[config.mk]
export PLATFORM = sky130hd
export DESIGN_NAME = window_feeder
export DESIGN_NICKNAME = d
export VERILOG_FILES = /design/src/rtl/window_feeder_pkg.sv /design/src/rtl/window_feeder_valid_delay.sv /design/src/rtl/window_feeder.sv
export SDC_FILE = /design/constraint.sdc
export NUM_CORES = 1
export LEC_CHECK = 0
export ABC_AREA = 1
export BUFFER_PORTS_ARGS = -buffer_cell sky130_fd_sc_hd__buf_2
export CAP_MARGIN = 5
export CORE_MARGIN = 3
export CORE_UTILIZATION = 47
export DETAILED_ROUTE_END_ITERATION = 8
export PLACE_DENSITY = 0.75
export RECOVER_POWER = 50
export SYNTH_ARGS = -nofsm -noshare
export SYNTH_HDL_FRONTEND = slang
export SYNTH_SLANG_ARGS = --single-unit
export TNS_END_PERCENT = 100
[constraint.sdc]
create_clock -name clk -period 1.8 [get_ports clk]
set_input_delay 0.09 -clock clk [delete_from_list [all_inputs] [get_ports clk]]
set_output_delay 0.09 -clock clk [all_outputs]
set_load 0.02 [all_outputs]
[src/rtl/window_feeder_pkg.sv]
// rtl/window_feeder_pkg.sv - shared widths and FSM state type for window_feeder
// Purpose: data/weight bus widths and the row-tracking state enum used by
//          window_feeder and its testbench.
// Ports:   none (package).
package window_feeder_pkg;

    localparam int DATA_W = 5;
    localparam int WBUS_W = 20;

    // IDLE: no samples of the current row seen; FILL: 1-3 seen; RUN: window full.
    typedef enum logic [1:0] {
        ST_IDLE = 2'd0,
        ST_FILL = 2'd1,
        ST_RUN  = 2'd2
    } state_t;

endpackage

[src/rtl/window_feeder_valid_delay.sv]
// rtl/window_feeder_valid_delay.sv - fixed-depth delay line for a single-bit pulse
// Purpose: delays i_d by exactly DEPTH clock cycles (DEPTH >= 1).
// Ports:   clk - rising-edge clock
//          rst - asynchronous active-high reset, empties the line
//          i_d - pulse in
//          o_q - pulse out, DEPTH cycles later
module valid_delay #(
    parameter int DEPTH = 3
) (
    input  logic clk,
    input  logic rst,
    input  logic i_d,
    output logic o_q
);

    logic [DEPTH-1:0] r_pipe;

    always_ff @(posedge clk or posedge rst) begin
        if (rst) begin
            r_pipe <= '0;
        end else begin
            r_pipe[0] <= i_d;
            for (int i = 1; i < DEPTH; i++) begin
                r_pipe[i] <= r_pipe[i-1];
            end
        end
    end

    assign o_q = r_pipe[DEPTH-1];

endmodule

[src/rtl/window_feeder.sv]
// rtl/window_feeder.sv - 4-tap activation window feeder with weight holding
// Purpose: shifts accepted activation samples into a 4-entry window and
//          presents the window (A1 oldest .. A4 newest) with a one-cycle
//          enReg pulse once the window is full and then every STRIDE-th
//          accept; each row (terminated by in_last) starts from scratch.
//          res_valid is enReg delayed PU_LATENCY cycles.
// Config:  WINDOW_FEEDER_ZERO_PAD_EN - rows start with three zeros in the
//          window, so the first accept of a row already emits.
// Ports:   clk, rst         - clock, asynchronous active-high reset
//          in_valid/in_data/in_last/in_ready - activation sample handshake
//          w_load/w_data    - weight set load (priority over samples)
//          A1..A4           - emitted activation window
//          W1..W4           - held weights
//          enReg            - new window on A1..A4 this cycle
//          res_valid        - downstream result valid
module window_feeder
    import window_feeder_pkg::*;
#(
    parameter int STRIDE     = 1,
    parameter int PU_LATENCY = 3
) (
    input  logic              clk,
    input  logic              rst,
    input  logic              in_valid,
    input  logic [DATA_W-1:0] in_data,
    input  logic              in_last,
    output logic              in_ready,
    input  logic              w_load,
    input  logic [WBUS_W-1:0] w_data,
    output logic [DATA_W-1:0] A1,
    output logic [DATA_W-1:0] A2,
    output logic [DATA_W-1:0] A3,
    output logic [DATA_W-1:0] A4,
    output logic [DATA_W-1:0] W1,
    output logic [DATA_W-1:0] W2,
    output logic [DATA_W-1:0] W3,
    output logic [DATA_W-1:0] W4,
    output logic              enReg,
    output logic              res_valid
);

    localparam logic [2:0] LP_STRIDE = 3'(STRIDE);

    state_t            r_state, w_state_nxt;
    logic [1:0]        r_fill, w_fill_nxt;
    logic [2:0]        r_stride, w_stride_nxt;
    logic [DATA_W-1:0] r_win [4];
    logic [DATA_W-1:0] w_shift [4];
    logic [DATA_W-1:0] r_a [4];
    logic [DATA_W-1:0] r_w [4];
    logic              r_en;
    logic              w_accept;
    logic              w_emit;

    assign in_ready = ~w_load;
    assign w_accept = in_valid & ~w_load;

    always_comb begin
        w_shift      = '{r_win[1], r_win[2], r_win[3], in_data};
        w_state_nxt  = r_state;
        w_fill_nxt   = r_fill;
        w_stride_nxt = r_stride;
        w_emit       = 1'b0;
        if (w_accept) begin
            case (r_state)
                ST_IDLE: begin
`ifdef WINDOW_FEEDER_ZERO_PAD_EN
                    w_emit       = 1'b1;
                    w_state_nxt  = ST_RUN;
                    w_stride_nxt = 3'd0;
`else
                    w_state_nxt  = ST_FILL;
                    w_fill_nxt   = 2'd1;
`endif
                end
                ST_FILL: begin
                    if (r_fill == 2'd3) begin
                        w_emit       = 1'b1;
                        w_state_nxt  = ST_RUN;
                        w_stride_nxt = 3'd0;
                    end else begin
                        w_fill_nxt = r_fill + 2'd1;
                    end
                end
                ST_RUN: begin
                    if (r_stride + 3'd1 == LP_STRIDE) begin
                        w_emit       = 1'b1;
                        w_stride_nxt = 3'd0;
                    end else begin
                        w_stride_nxt = r_stride + 3'd1;
                    end
                end
                default: w_state_nxt = ST_IDLE;
            endcase
            // Row end: any window this sample produced is still emitted above.
            if (in_last) begin
                w_state_nxt  = ST_IDLE;
                w_fill_nxt   = 2'd0;
                w_stride_nxt = 3'd0;
            end
        end
    end

    always_ff @(posedge clk or posedge rst) begin
        if (rst) begin
            r_state  <= ST_IDLE;
            r_fill   <= 2'd0;
            r_stride <= 3'd0;
            r_en     <= 1'b0;
            r_win    <= '{default: '0};
            r_a      <= '{default: '0};
            r_w      <= '{default: '0};
        end else begin
            r_state  <= w_state_nxt;
            r_fill   <= w_fill_nxt;
            r_stride <= w_stride_nxt;
            r_en     <= w_emit;
            // Clearing at row end doubles as the zero pre-load for padded rows.
            if (w_accept) begin
                r_win <= in_last ? '{default: '0} : w_shift;
            end
            if (w_emit) begin
                r_a <= w_shift;
            end
            if (w_load) begin
                r_w <= '{w_data[4:0], w_data[9:5], w_data[14:10], w_data[19:15]};
            end
        end
    end

    valid_delay #(
        .DEPTH(PU_LATENCY)
    ) u_valid_delay (
        .clk (clk),
        .rst (rst),
        .i_d (r_en),
        .o_q (res_valid)
    );

    assign A1    = r_a[0];
    assign A2    = r_a[1];
    assign A3    = r_a[2];
    assign A4    = r_a[3];
    assign W1    = r_w[0];
    assign W2    = r_w[1];
    assign W3    = r_w[2];
    assign W4    = r_w[3];
    assign enReg = r_en;

endmodule

# ---- Word level (Yosys, flattened, before mapping)
# Cells that the tools add are included.
dict set report word_totals {
  reg_bits 66
  inputBits 30
  elab_cells 48
}
dict set report op_classes {
  n_addsub 2
  eq_ne 7
  mux 15
  bitwise_logic 2
  reduce_logical 6
}
# op n
set op_table {}
lappend op_table {{$mux 15} 1}
lappend op_table {{$mux 3} 3}
lappend op_table {{$reduce_and 3->1} 3}
lappend op_table {{$mux 2} 4}
lappend op_table {{$ne 3x3->1 const B} 2}
lappend op_table {{$pmux 2 s3} 1}
lappend op_table {{$pmux 3 s2} 1}
lappend op_table {{$reduce_bool 3->1} 2}
lappend op_table {{$eq 2x2->1 const B} 2}
lappend op_table {{$pmux 2 s2} 1}
lappend op_table {{$add 3x1->3 const B} 1}
lappend op_table {{$eq 3x1->1 const B} 1}
lappend op_table {{$mux 1} 3}
lappend op_table {{$add 2x1->2 const B} 1}
lappend op_table {{$eq 2x1->1 const B} 1}
lappend op_table {{$logic_not 2->1} 1}
lappend op_table {{$ne 2x2->1 const B} 1}
lappend op_table {{$pmux 1 s2} 1}
lappend op_table {{$and 1x1->1} 1}
lappend op_table {{$not 1->1} 1}

# ---- Longest topological paths before layout
dict set report depth {
  ltp_word 5
  mapped_depth 10
  mapped_depth_nobuf 9
}

# ---- By module
# A second synthesis with hierarchy kept.
dict set report unflattened {
  hier_cells 305
  area_unflattened_um2 2721.4
}
# mod n_inst cells_per_inst area_each_um2
set modules_own_cells {}
lappend modules_own_cells {window_feeder 1 301 2642.5}
lappend modules_own_cells {valid_delay 1 4 78.8}

# ---- Least setup slack after synthesis
# OpenSTA, ideal clock, no wires.
dict set report synth_path {
  kind {register to register}
  from {register r_stride[0]}
  to {register r_a (netlist bit A1[0])}
  setup_time_ns 0.117
  t_arrival_ns 1.182
  required_ns 1.683
  path_slack_ns 0.501
  stages_incl_launch_ff 11
  cell_sequence {dfrtp_1 ha_1 inv_1 nand2_1 nand2_1 nand3_1 nand2_2 nand2_2 buf_6 nand2_1 nand2_1}
}
dict set report synth_between {
  elab_chain_len 5
}
# element line
set synth_lines {}
lappend synth_lines {{from (decl)} window_feeder.sv:46} ;# logic [2:0] r_stride, w_stride_nxt;
lappend synth_lines {{from (signal assigned)} window_feeder.sv:116} ;# r_stride <= w_stride_nxt;
lappend synth_lines {{$add 3x1->3} window_feeder.sv:86} ;# if (r_stride + 3'd1 == LP_STRIDE) begin
lappend synth_lines {{$eq 3x1->1} window_feeder.sv:86}
lappend synth_lines {{$mux 1} window_feeder.sv:86}
lappend synth_lines {{$pmux 1 s2} window_feeder.sv:65} ;# case (r_state)
lappend synth_lines {{$mux 1} window_feeder.sv:64} ;# if (w_accept) begin
lappend synth_lines {{to (signal assigned)} window_feeder.sv:123} ;# r_a <= w_shift;
lappend synth_lines {{to (decl)} window_feeder.sv:49} ;# logic [DATA_W-1:0] r_a [4];
# Every way passes these cells.
# A chain may end at the register's enable or synchronous reset.

# ---- Worst setup path after layout
dict set report layout_path {
  from {register r_stride[0]}
  to {register r_a (netlist bit A1[4])}
}
# Same word-level chain as after synthesis.

==> qor.yml <==
sta:
  finalSetupTns_ns: 0
  setup_viol: 0
  hold_viol_final: 0
  setup_slack_ns: 0.235
  relSlewSlack: 0.422
  tightest_slew_ns: 0.868
  post-route-period-util: 0.869
  finClkSkew_ns: 0.00909
  fmax_ghz: 0.639
  rsz0062_at_grt: "false"
  min_period_ns: 1.57
  final_max_slew_viol_count: 0
drt:
  vias: 2261
  finalWirelength_um: 5930
  drtIter0Drc: 151
  antenna_left: 0
  wl_per_cell_um: 12.4
  routed_via_density: 4.73
  dr.pass1.iters: 4
  drc: 0
clock_tree:
  clk_pin_slew_ns: 0.08
  cts_resized: 0
  cts_max_path_buffers: 2
  postCtsSetupRepairBufs: 0
  htree_levels: 3
  cts_tree: "yes"
  root_buffer: "clkbuf_8"
  clk_latency_ns: 0.34
  cts_inserted_buffers: 9
  hold_buffers: 24
  cts_sinks: 66
run:
  maxCapViolCount: 0
die:
  fp.dieW_um: 82.3
  ios: 73
  start_util: 0.490
  die-area_mm2: 0.00677
  num_rows: 27
  core_area_mm2: 0.00557
  die_y_um: 82.3
status:
  status: "finished clean"
setup_path:
  worst_path_most_repeated_cell: "nand2_1"
  crit_path_cell_trace: "ha_1 > inv_1 > nand2_1 > nand2_1 > nand3_1 > nand2_2 > nand2_2 > nand2_1 > nand2_1"
  cp_max_fo: 21
  cp-start-kind: "register"
  cp.depth: 9
  required_ns: 2.03
  crit_family: "simple AND/OR/NAND/NOR gates"
  slowest_delay_ns: 0.41
  critical_path_arrival_ns: 1.79
  crit_buf_inv: 1
  path_class: "reg -> reg"
  critical-path-slowest-cell: "dfrtp_1"
  worstSetupEndpointType: "register"
  rr_worst_depth: 9
logic_synthesis:
  netlist.top_cell.by_area: "dfrtp_1"
  syn_area_per_cell_um2: 9.02
  yosys.area.top_type_share: 0.604
  synth_enable_flop_cells: 0
  synthTopCellsByCount: "nand2_1 (137), dfrtp_1 (66), nand3_1 (30)"
  synth_area_mm2: 0.00273
  seq_area_frac_synth: 0.604
  yosysUniqueCellTypes: 18
  yosys_register_bits: 66
  synthCells: 303
  yosysMostFrequentCell: "nand2_1"
  synthArstFlopShare: 1.00
  yosys_warnings: 0
  syn_nets: 340
  synth_flop_cell: "dfrtp_1"
  synth_area_leaders: "dfrtp_1 (60%), nand2_1 (19%), nand3_1 (5.5%)"
pwr:
  p_comb_frac: 0.237
  power.switching_uw: 1380
  internal-power_uw: 3010
  p_seq_frac: 0.425
  sw_frac_of_total: 0.315
  ir_worst_vdd_mv: 0.889
  leakagePower_uw: 0.00200
  p_total_uw: 4400
  clkPwrFrac: 0.338
  power_density_mw_per_mm2: 1220
global_route:
  grt_max_degree: 67
  grt_pass1_wl_um: 9970
  antenna_found_initial: 0
  overflow: 0
  first_global_vias: 2148
  grt.total_usage: 0.194
min_path:
  hp-class: "in -> reg"
  hold_depth: 3
place:
  gp_congestion: 0.772
  dp_hpwl_um: 3730
  dp_slack_ns: 0.261
  port_buffers: 72
finish:
  fill_cells: 479
  layout.nets: 438
  area_growth_pct: 32.2
  layout-drive-gt1-share: 0.241
  antenna_cells: 0
==> per-layer routing <==
metal	vias up	wire, um	global-route usage
met5	-	0	0
met4	0	119	0.0714
met3	12	179	0.0488
met2	37	2920	0.318
met1	1056	2720	0.249
li1	1156	-	-
==> final cells by class <==
type	count	area (um2)	share of cell area
flip-flops and latches	66	1650	0.457
multi-input cells	205	922	0.255
repair buffers	102	643	0.178
clock buffers	9	124	0.0343
clock inverters	7	118	0.0326
well taps	72	90.1	0.0249
inverters	17	63.8	0.0177
==> registers in the layout, indices dropped and copies added (netlist names) <==
name	cells
W4	5
A1	5
A3	5
r_stride	3
A2	5
u_valid_delay.r_pipe	3
r_fill	2
r_win	15
W3	5
A4	5
W1	5
r_state	2
enReg	1
W2	5
==> layout by cell type (no fill, tap or decap), types with 2 or more instances in the layout <==
cell type	instances
nand2_1	138
buf_2	70
dfrtp_1	66
nand3_1	30
dlygate4sd3_1	24
o21ai_0	15
inv_1	14
clkbuf_8	9
ha_1	7
buf_4	5
o31ai_1	4
nor2_1	3
o21ai_1	3
bufinv_16	3
nand2_2	2
clkinv_1	2
nor2_2	2
clkinv_4	2
clkinv_2	2
clkbuf_1	2
==> worst paths after layout <==
kind / end / slack [ns] / from
worst max-delay path: A1[4] / 0.23 / r_stride[0]
worst min-delay path: r_win[2] / 0.02 / in_data[2]
worst max register to register: A1[4] / 0.23 / r_stride[0]
worst min register to register: u_valid_delay.r_pipe[1] / 0.35 / u_valid_delay.r_pipe[0]
max in group asynchronous: r_state[1] / 0.65 / rst
min in group asynchronous: W2[1] / 0.61 / rst
==> tightest hold or removal path, stage by stage <==
cell,delay (ns)
buf_2,0.09
nand3_1,0.07
o21ai_0,0.07
==> through the flow <==
stage / hold slack (ns) / std cells / instance area, um2 / util
after floorplan: 0.203 / 303 / 2730 / -
after global placement: 0.193 / 438 / 3150 / 0.565
after detailed placement: 0.200 / 438 / 3150 / 0.565
after CTS: 0.00479 / 478 / 3630 / 0.651
after global routing: 0.0289 / 478 / 3610 / 0.648
final: 0.0194 / 478 / 3610 / 0.648
==> cell families (layout without fill, tap and decap cells) <==
group,after synthesis,in the layout,synth area share
DFF,66,66,0.604
adders and majority gates,7,7,0.0320
and+or+nand+nor,176,176,0.262
AOI/OAI and AO/OA,22,22,0.0440
buffers and inverters,32,135,0.0572
==> power groups by stage <==
stage | combinational (uW) | sequential (uW) | clock [uW]
finish | 1040 | 1870 | 1480
global route | 1180 | 1900 | 1590
CTS | 1060 | 1870 | 1520
detailed placement | 1020 | 1900 | 0
global placement | 1000 | 1890 | 0
floorplan | 448 | 2120 | 0
Power figures use the tool's default switching activity.
